--- src/rtl/execute_stage_pkg.sv ---
// Shared definitions for the execute stage: datapath widths, ALU op encodings
// and the EX/MEM pipeline register layout. The control unit uses the same encodings.
package execute_stage_pkg;

  localparam int XLEN = 32;
  localparam int REGW = 5;

  localparam logic [2:0] ALU_AND = 3'b000;
  localparam logic [2:0] ALU_OR  = 3'b001;
  localparam logic [2:0] ALU_ADD = 3'b010;
  localparam logic [2:0] ALU_XOR = 3'b011;
  localparam logic [2:0] ALU_SLL = 3'b100;
  localparam logic [2:0] ALU_SRL = 3'b101;
  localparam logic [2:0] ALU_SUB = 3'b110;
  localparam logic [2:0] ALU_SLT = 3'b111;

  typedef struct packed {
    logic [XLEN-1:0] aluOut;
    logic            zero;
    logic [XLEN-1:0] branchTarget;
    logic [XLEN-1:0] writeData;
    logic [REGW-1:0] writeReg;
    logic [XLEN-1:0] pc;
  } exMemT;

endpackage

--- src/rtl/execute_stage_if.sv ---
// Bundle of execute-stage inputs (from ID/EX) and EX/MEM register outputs.
// master = upstream/downstream pipeline side, slave = the execute stage itself.
interface execute_stage_if;
  import execute_stage_pkg::*;

  logic            dhit;
  logic            sendNop;
  logic [XLEN-1:0] pcDE;
  logic [XLEN-1:0] SrcAE;
  logic [XLEN-1:0] rd2E;
  logic [XLEN-1:0] SignImmE;
  logic            ALUSrcE;
  logic [2:0]      AluControlE;
  logic [XLEN-1:0] WriteDataE;
  logic [REGW-1:0] WriteRegE;

  logic [XLEN-1:0] ALUOutM;
  logic            ZeroM;
  logic [XLEN-1:0] BranchTargetM;
  logic [XLEN-1:0] WriteDataM;
  logic [REGW-1:0] WriteRegM;
  logic [XLEN-1:0] pcEM;

  modport master (
    output dhit, sendNop, pcDE, SrcAE, rd2E, SignImmE, ALUSrcE,
           AluControlE, WriteDataE, WriteRegE,
    input  ALUOutM, ZeroM, BranchTargetM, WriteDataM, WriteRegM, pcEM
  );

  modport slave (
    input  dhit, sendNop, pcDE, SrcAE, rd2E, SignImmE, ALUSrcE,
           AluControlE, WriteDataE, WriteRegE,
    output ALUOutM, ZeroM, BranchTargetM, WriteDataM, WriteRegM, pcEM
  );

endinterface

--- src/rtl/execute_stage_alu.sv ---
// Combinational 32-bit ALU for the execute stage; wraps modulo 2^32 and
// ignores carry/overflow. Shifts use only the low five bits of b.
module exec_alu
  import execute_stage_pkg::*;
(
  input  logic [XLEN-1:0] a,
  input  logic [XLEN-1:0] b,
  input  logic [2:0]      op,
  output logic [XLEN-1:0] result,
  output logic            zero
);

  always_comb begin
    result = '0;
    unique case (op)
      ALU_AND: result = a & b;
      ALU_OR:  result = a | b;
      ALU_ADD: result = a + b;
      ALU_XOR: result = a ^ b;
      ALU_SLL: result = a << b[4:0];
      ALU_SRL: result = a >> b[4:0];
      ALU_SUB: result = a - b;
      ALU_SLT: result = ($signed(a) < $signed(b)) ? 32'd1 : 32'd0;
      default: result = '0;
    endcase
  end

  assign zero = (result == '0);

endmodule

--- src/rtl/execute_stage.sv ---
// Execute stage: operand-B select, ALU, branch-target adder and the EX/MEM
// pipeline register with stall (dhit low) and bubble insertion (sendNop).
module execute_stage
  import execute_stage_pkg::*;
(
  input  logic           clk,
  input  logic           reset,
  execute_stage_if.slave bus
);

  logic [XLEN-1:0] srcBE;
  logic [XLEN-1:0] aluResult;
  logic            aluZero;
  logic [XLEN-1:0] branchTarget;
  exMemT           exMemD;
  exMemT           exMemQ;

  assign srcBE        = bus.ALUSrcE ? bus.SignImmE : bus.rd2E;
  assign branchTarget = bus.pcDE + bus.SignImmE;

  exec_alu uAlu (
    .a      (bus.SrcAE),
    .b      (srcBE),
    .op     (bus.AluControlE),
    .result (aluResult),
    .zero   (aluZero)
  );

  always_comb begin
    exMemD              = '0;
    exMemD.aluOut       = aluResult;
    exMemD.zero         = aluZero;
    exMemD.branchTarget = branchTarget;
    exMemD.writeData    = bus.WriteDataE;
    exMemD.writeReg     = bus.WriteRegE;
    exMemD.pc           = bus.pcDE;
  end

  // Stall wins over flush: a held instruction must not be replaced by a bubble.
  always_ff @(posedge clk) begin
    if (!reset) begin
      exMemQ <= '0;
    end else if (bus.dhit) begin
      if (bus.sendNop) exMemQ <= '0;
      else             exMemQ <= exMemD;
    end
  end

  assign bus.ALUOutM       = exMemQ.aluOut;
  assign bus.ZeroM         = exMemQ.zero;
  assign bus.BranchTargetM = exMemQ.branchTarget;
  assign bus.WriteDataM    = exMemQ.writeData;
  assign bus.WriteRegM     = exMemQ.writeReg;
  assign bus.pcEM          = exMemQ.pc;

endmodule

--- src/flat_wrapper.sv ---
// flat-port wrapper written by rule: the top's interface ports become plain ports
module execute_stage_flat import execute_stage_pkg::*;
  (clk, reset, bus_dhit, bus_sendNop, bus_pcDE, bus_SrcAE, bus_rd2E, bus_SignImmE, bus_ALUSrcE, bus_AluControlE, bus_WriteDataE, bus_WriteRegE, bus_ALUOutM, bus_ZeroM, bus_BranchTargetM, bus_WriteDataM, bus_WriteRegM, bus_pcEM);
  execute_stage_if bus_i ();
  input  logic clk;
  input  logic reset;
  input wire logic [$bits(bus_i.dhit)-1:0] bus_dhit;
  input wire logic [$bits(bus_i.sendNop)-1:0] bus_sendNop;
  input wire logic [$bits(bus_i.pcDE)-1:0] bus_pcDE;
  input wire logic [$bits(bus_i.SrcAE)-1:0] bus_SrcAE;
  input wire logic [$bits(bus_i.rd2E)-1:0] bus_rd2E;
  input wire logic [$bits(bus_i.SignImmE)-1:0] bus_SignImmE;
  input wire logic [$bits(bus_i.ALUSrcE)-1:0] bus_ALUSrcE;
  input wire logic [$bits(bus_i.AluControlE)-1:0] bus_AluControlE;
  input wire logic [$bits(bus_i.WriteDataE)-1:0] bus_WriteDataE;
  input wire logic [$bits(bus_i.WriteRegE)-1:0] bus_WriteRegE;
  output wire logic [$bits(bus_i.ALUOutM)-1:0] bus_ALUOutM;
  output wire logic [$bits(bus_i.ZeroM)-1:0] bus_ZeroM;
  output wire logic [$bits(bus_i.BranchTargetM)-1:0] bus_BranchTargetM;
  output wire logic [$bits(bus_i.WriteDataM)-1:0] bus_WriteDataM;
  output wire logic [$bits(bus_i.WriteRegM)-1:0] bus_WriteRegM;
  output wire logic [$bits(bus_i.pcEM)-1:0] bus_pcEM;
  assign bus_i.dhit = bus_dhit;
  assign bus_i.sendNop = bus_sendNop;
  assign bus_i.pcDE = bus_pcDE;
  assign bus_i.SrcAE = bus_SrcAE;
  assign bus_i.rd2E = bus_rd2E;
  assign bus_i.SignImmE = bus_SignImmE;
  assign bus_i.ALUSrcE = bus_ALUSrcE;
  assign bus_i.AluControlE = bus_AluControlE;
  assign bus_i.WriteDataE = bus_WriteDataE;
  assign bus_i.WriteRegE = bus_WriteRegE;
  assign bus_ALUOutM = bus_i.ALUOutM;
  assign bus_ZeroM = bus_i.ZeroM;
  assign bus_BranchTargetM = bus_i.BranchTargetM;
  assign bus_WriteDataM = bus_i.WriteDataM;
  assign bus_WriteRegM = bus_i.WriteRegM;
  assign bus_pcEM = bus_i.pcEM;
  execute_stage u_core (.clk(clk), .reset(reset), .bus(bus_i));
endmodule
--- config.mk ---
export PLATFORM = sky130hd
export DESIGN_NAME = execute_stage_flat
export DESIGN_NICKNAME = d
export VERILOG_FILES = /design/src/rtl/execute_stage_pkg.sv /design/src/rtl/execute_stage_if.sv /design/src/rtl/execute_stage_alu.sv /design/src/rtl/execute_stage.sv /design/src/flat_wrapper.sv
export SDC_FILE = /design/constraint.sdc
export NUM_CORES = 1
export LEC_CHECK = 0
export ABC_CLOCK_PERIOD_IN_PS = 5750
export CORE_ASPECT_RATIO = 1.75
export CORE_MARGIN = 3
export CORE_UTILIZATION = 30
export CTS_BUF_LIST = sky130_fd_sc_hd__clkbuf_16
export DETAILED_ROUTE_END_ITERATION = 16
export GPL_TIMING_DRIVEN = 0
export PLACE_DENSITY = 0.64
export SLEW_MARGIN = 20
export SYNTH_ARGS = -nofsm -noshare
export SYNTH_HDL_FRONTEND = slang
export SYNTH_HIERARCHICAL = 1
export SYNTH_SLANG_ARGS = --single-unit
export TNS_END_PERCENT = 1
--- constraint.sdc ---
create_clock -name clk -period 5.75 [get_ports clk]
set_input_delay 1.15 -clock clk [delete_from_list [all_inputs] [get_ports clk]]
set_output_delay 1.15 -clock clk [all_outputs]
set_load 0.01 [all_outputs]
==> impl_metrics.csv <==
group,metric,value,unit
timing,finalHoldViolations,0,
logic_synthesis,synth_ff_type,"dfxtp_1",
floorplanning,start_util,30.5,%
cts,htree_levels,4,
run,cap_violations,0,
critical_path,r2r-end,"u_core/bus.BranchTargetM[30]$_SDFFE_PN0P_",
global_route,gr-total-overflow,0,
route,wl_met3,5990,um
layout,layout.cells.non_filler,3101,
min_path,hold_end,"u_core/bus.BranchTargetM[21]$_SDFFE_PN0P_",
cts,root_buffer,"clkbuf_16",
outcome,outcome,"completed",
timing,slew_headroom,22.9,%
route,dr_wl_met2,49000,um
logic_synthesis,synthArstFlopShare,0,%
timing,fmax,175,MHz
floorplanning,die_x,181,um
layout,fill_cells,5357,
global_route,grt_use_total,32.9,%
place,place_area,0.0200,sq mm
timing,period_share,99.2,%
critical_path,cp-end-kind,"flop",
critical_path,required,6.13,ns
route,post_drt_wl_per_cell,31.6,um
logic_synthesis,synthesis.area,0.0161,sq mm
logic_synthesis,ys_types,101,
floorplanning,rows,111,
logic_synthesis,yosys_warnings,6,
global_route,grt_pass1_vias,19340,
min_path,hold_path_startpoint,"u_core/bus.BranchTargetM[21]$_SDFFE_PN0P_",
logic_synthesis,avgSynthCellArea,7.77,sq um
logic_synthesis,synthDominantCellAreaShare,16.7,%
logic_synthesis,synth_edf_count,0,
timing,fin_skew,0,ns
route,topRoutingLayerUsed,"met5",
cts,cts_tree,"built",
layout,drive_gt1_share,12.3,%
route,drt_iter0_drc,1828,
place,port_buffers,302,
floorplanning,io_pins,307,
floorplanning,die_area,0.0566,sq mm
cts,clockBufferDepth,2,
layout,area_growth,32.3,%
min_path,holdPathStages,2,
route,vias,19329,
cts,clk_pin_slew,0.07,ns
global_route,grt_max_degree,17,
timing,setup-tns-final,0,ns
critical_path,ff2ff_setup_slack,4.88,ns
critical_path,crit_path_max_fanout,10,
logic_synthesis,yosysSeqAreaShare,16.7,%
floorplanning,die_h,312,um
route,dr.pass1.iters,8,
timing,tightest_slew,1.15,ns
layout,fin_area,0.0213,sq mm
timing,slew_violations,0,
power,leakagePower,0.00813,uW
logic_synthesis,yosys-top-cells-area,"dfxtp_1, ha_1, nor2b_1",
timing,fin_hold_ws,0.446,ns
logic_synthesis,ys_ff_latch,134,
cts,insertion_delay,0.44,ns
min_path,hp-class,"flop to flop",
cts,clock_sinks,134,
critical_path,r2r_cells,3,
route,ant_nets,0,
route,m1WireLength,31800,um
place,dpl_worst_slack,-2.85,ns
critical_path,crit_type,"primary input to flop",
critical_path,critPathArrivalTime,6.08,ns
layout,fin_nets,2716,
timing,setup_viol,0,
global_route,grt_pass1_wl,138000,um
power,p_per_area,206,mW/mm^2
cts,cts_made_buffers,17,
layout,antennaDiodeCount,0,
place,place_inst,3056,
cts,hold_buffers,0,
timing,fin_ws,0.0464,ns
route,drc,0,
route,viasPerCell,6.23,
place,gp_congestion,1.09,
logic_synthesis,yosys.area.top_type,"dfxtp_1",
logic_synthesis,synth_nets,2379,
place,hpwl,80500,um
logic_synthesis,synth_cells,2073,
global_route,grt_antenna_before_repair,2,
critical_path,r2r_start,"u_core/bus.BranchTargetM[30]$_SDFFE_PN0P_",
power,vdd_ir_drop_max,0.207,mV
critical_path,startpoint_type,"primary input",
route,drt_wl_total,97800,um
floorplanning,coreArea,0.0528,sq mm
timing,min_period,5.70,ns
[cells in the mapped netlist, types with 12 or more instances]
library cell  count
o211ai_1         23
mux2_2           71
and2_1           18
o21ai_0          82
or3_1            15
nor3_1           35
a21o_1           28
nor2_1          127
xnor2_1          34
nand2_1         166
nand3_1          42
o21bai_1         12
a21oi_1         138
o22ai_1          31
buf_1            18
inv_1            97
a211oi_1         30
nand2b_1         27
a221oi_1         21
ha_1            130
clkbuf_1        113
nor2b_1         134
buf_2            17
mux4_2           32
nor4_1           17
a31oi_1          32
a22oi_1         107
xor2_1           16
mux2i_1          55
dfxtp_1         134
o21ai_1          22
[timing repair]
| action | 4_1_cts | 5_1_grt |
|---|---|---|
| gates cloned | 0 | 0 |
| setup buffers | 12 | 2 |
| setup endpoints to repair | 29 | 1 |
| pin swaps | 12 | 9 |
| gates resized for setup | 97 | 60 |
[critical path: stages]
cell and delay, ns:
clkdlybuf4s50_1 0.49, mux2_4 0.23, buf_6 0.21, buf_6 0.20, buf_4 0.26, inv_1 0.20, ha_2 0.30, mux2i_4 0.31
o221a_4 0.32, o22a_2 0.27, o22ai_1 0.14, a211o_1 0.34, o22a_1 0.29, nor4_1 0.31, and4b_2 0.35, nand4b_1 0.18
nor4_2 0.25, a22oi_1 0.10, nor2b_1 0.13
[cell usage in the layout (no fill, tap or decap), types with 17 or more instances in the layout]
| cell | count |
|---|---|
| o211ai_1 | 23 |
| and2_1 | 18 |
| mux4_2 | 32 |
| buf_2 | 17 |
| mux2_2 | 69 |
| xnor2_1 | 34 |
| a21o_1 | 27 |
| a21oi_1 | 134 |
| buf_4 | 22 |
| a22oi_1 | 106 |
| o22ai_1 | 31 |
| o21ai_0 | 77 |
| inv_1 | 96 |
| a221oi_1 | 19 |
| nand3_1 | 42 |
| nor2b_1 | 133 |
| clkdlybuf4s50_1 | 297 |
| nand2_1 | 166 |
| dfxtp_1 | 134 |
| nand2b_1 | 27 |
| mux2i_1 | 48 |
| clkbuf_1 | 96 |
| nor2_1 | 124 |
| clkbuf_16 | 17 |
| ha_1 | 127 |
| a211oi_1 | 25 |
| nor3_1 | 30 |
| a31oi_1 | 32 |
| o21ai_1 | 25 |
[per-stage QoR]
| stage | util, % | total power [uW] |
|---|---|---|
| finish | 40.4 | 4380 |
| global route | 40.4 | 4530 |
| CTS | 39.9 | 4290 |
| detailed placement | 37.9 | 3070 |
| global placement | 37.8 | 3070 |
| floorplan | - | 2200 |
[report_power, final]
| part | internal, uW | switching (uW) |
|---|---|---|
| logic | 855 | 1390 |
| registers | 973 | 26.3 |
| clock network | 623 | 511 |
| total | 2450 | 1930 |
[worst max path at each step]
stage,start,to
after floorplan,bus_ALUSrcE,u_core/bus.ZeroM$_SDFFE_PN0P_
after global placement,bus_ALUSrcE,u_core/bus.ZeroM$_SDFFE_PN0P_
after detailed placement,bus_ALUSrcE,u_core/bus.ZeroM$_SDFFE_PN0P_
after CTS,bus_SignImmE[1],u_core/bus.ZeroM$_SDFFE_PN0P_
after global routing,bus_rd2E[1],u_core/bus.ZeroM$_SDFFE_PN0P_
final,bus_SignImmE[0],u_core/bus.ZeroM$_SDFFE_PN0P_
[logic make-up (layout without fill, tap and decap cells)]
logic type	count (synthesis)	after routing	synth area share (%)
mux	159	159	13.0
simple gates	642	642	20.3
flops	134	134	16.7
buf+inv	259	609	6.50
fa+ha+maj	133	133	10.5
xor+xnor	50	50	2.72
compound gates	696	696	30.4
[layout make-up]
type	instances	area (sq um)	share of cell area (%)
Buffer	157	808	3.79
Clock buffer	17	425	2.00
Clock inverter	15	174	0.816
Inverter	101	394	1.85
Multi-Input combinational cell	1680	12800	60.0
Sequential cell	134	2680	12.6
Tap cell	678	848	3.98
Timing Repair Buffer	319	3180	14.9
[state kept, by name, indices dropped and copies added, names as in the netlist]
name / cells
u_core/bus.BranchTargetM: 32
u_core/bus.ALUOutM: 32
u_core/bus.WriteDataM: 32
u_core/bus.ZeroM: 1
u_core/bus.WriteRegM: 5
u_core/bus.pcEM: 32
[per-layer routing]
layer  up-vias  global-route usage [%]
met2      1194                    60.0
met4         4                    28.5
met3       434                    4.25
li1       8422                       -
met1      9275                    32.4
met5         -                       0
No activity file was read; power rests on OpenSTA's default activity.
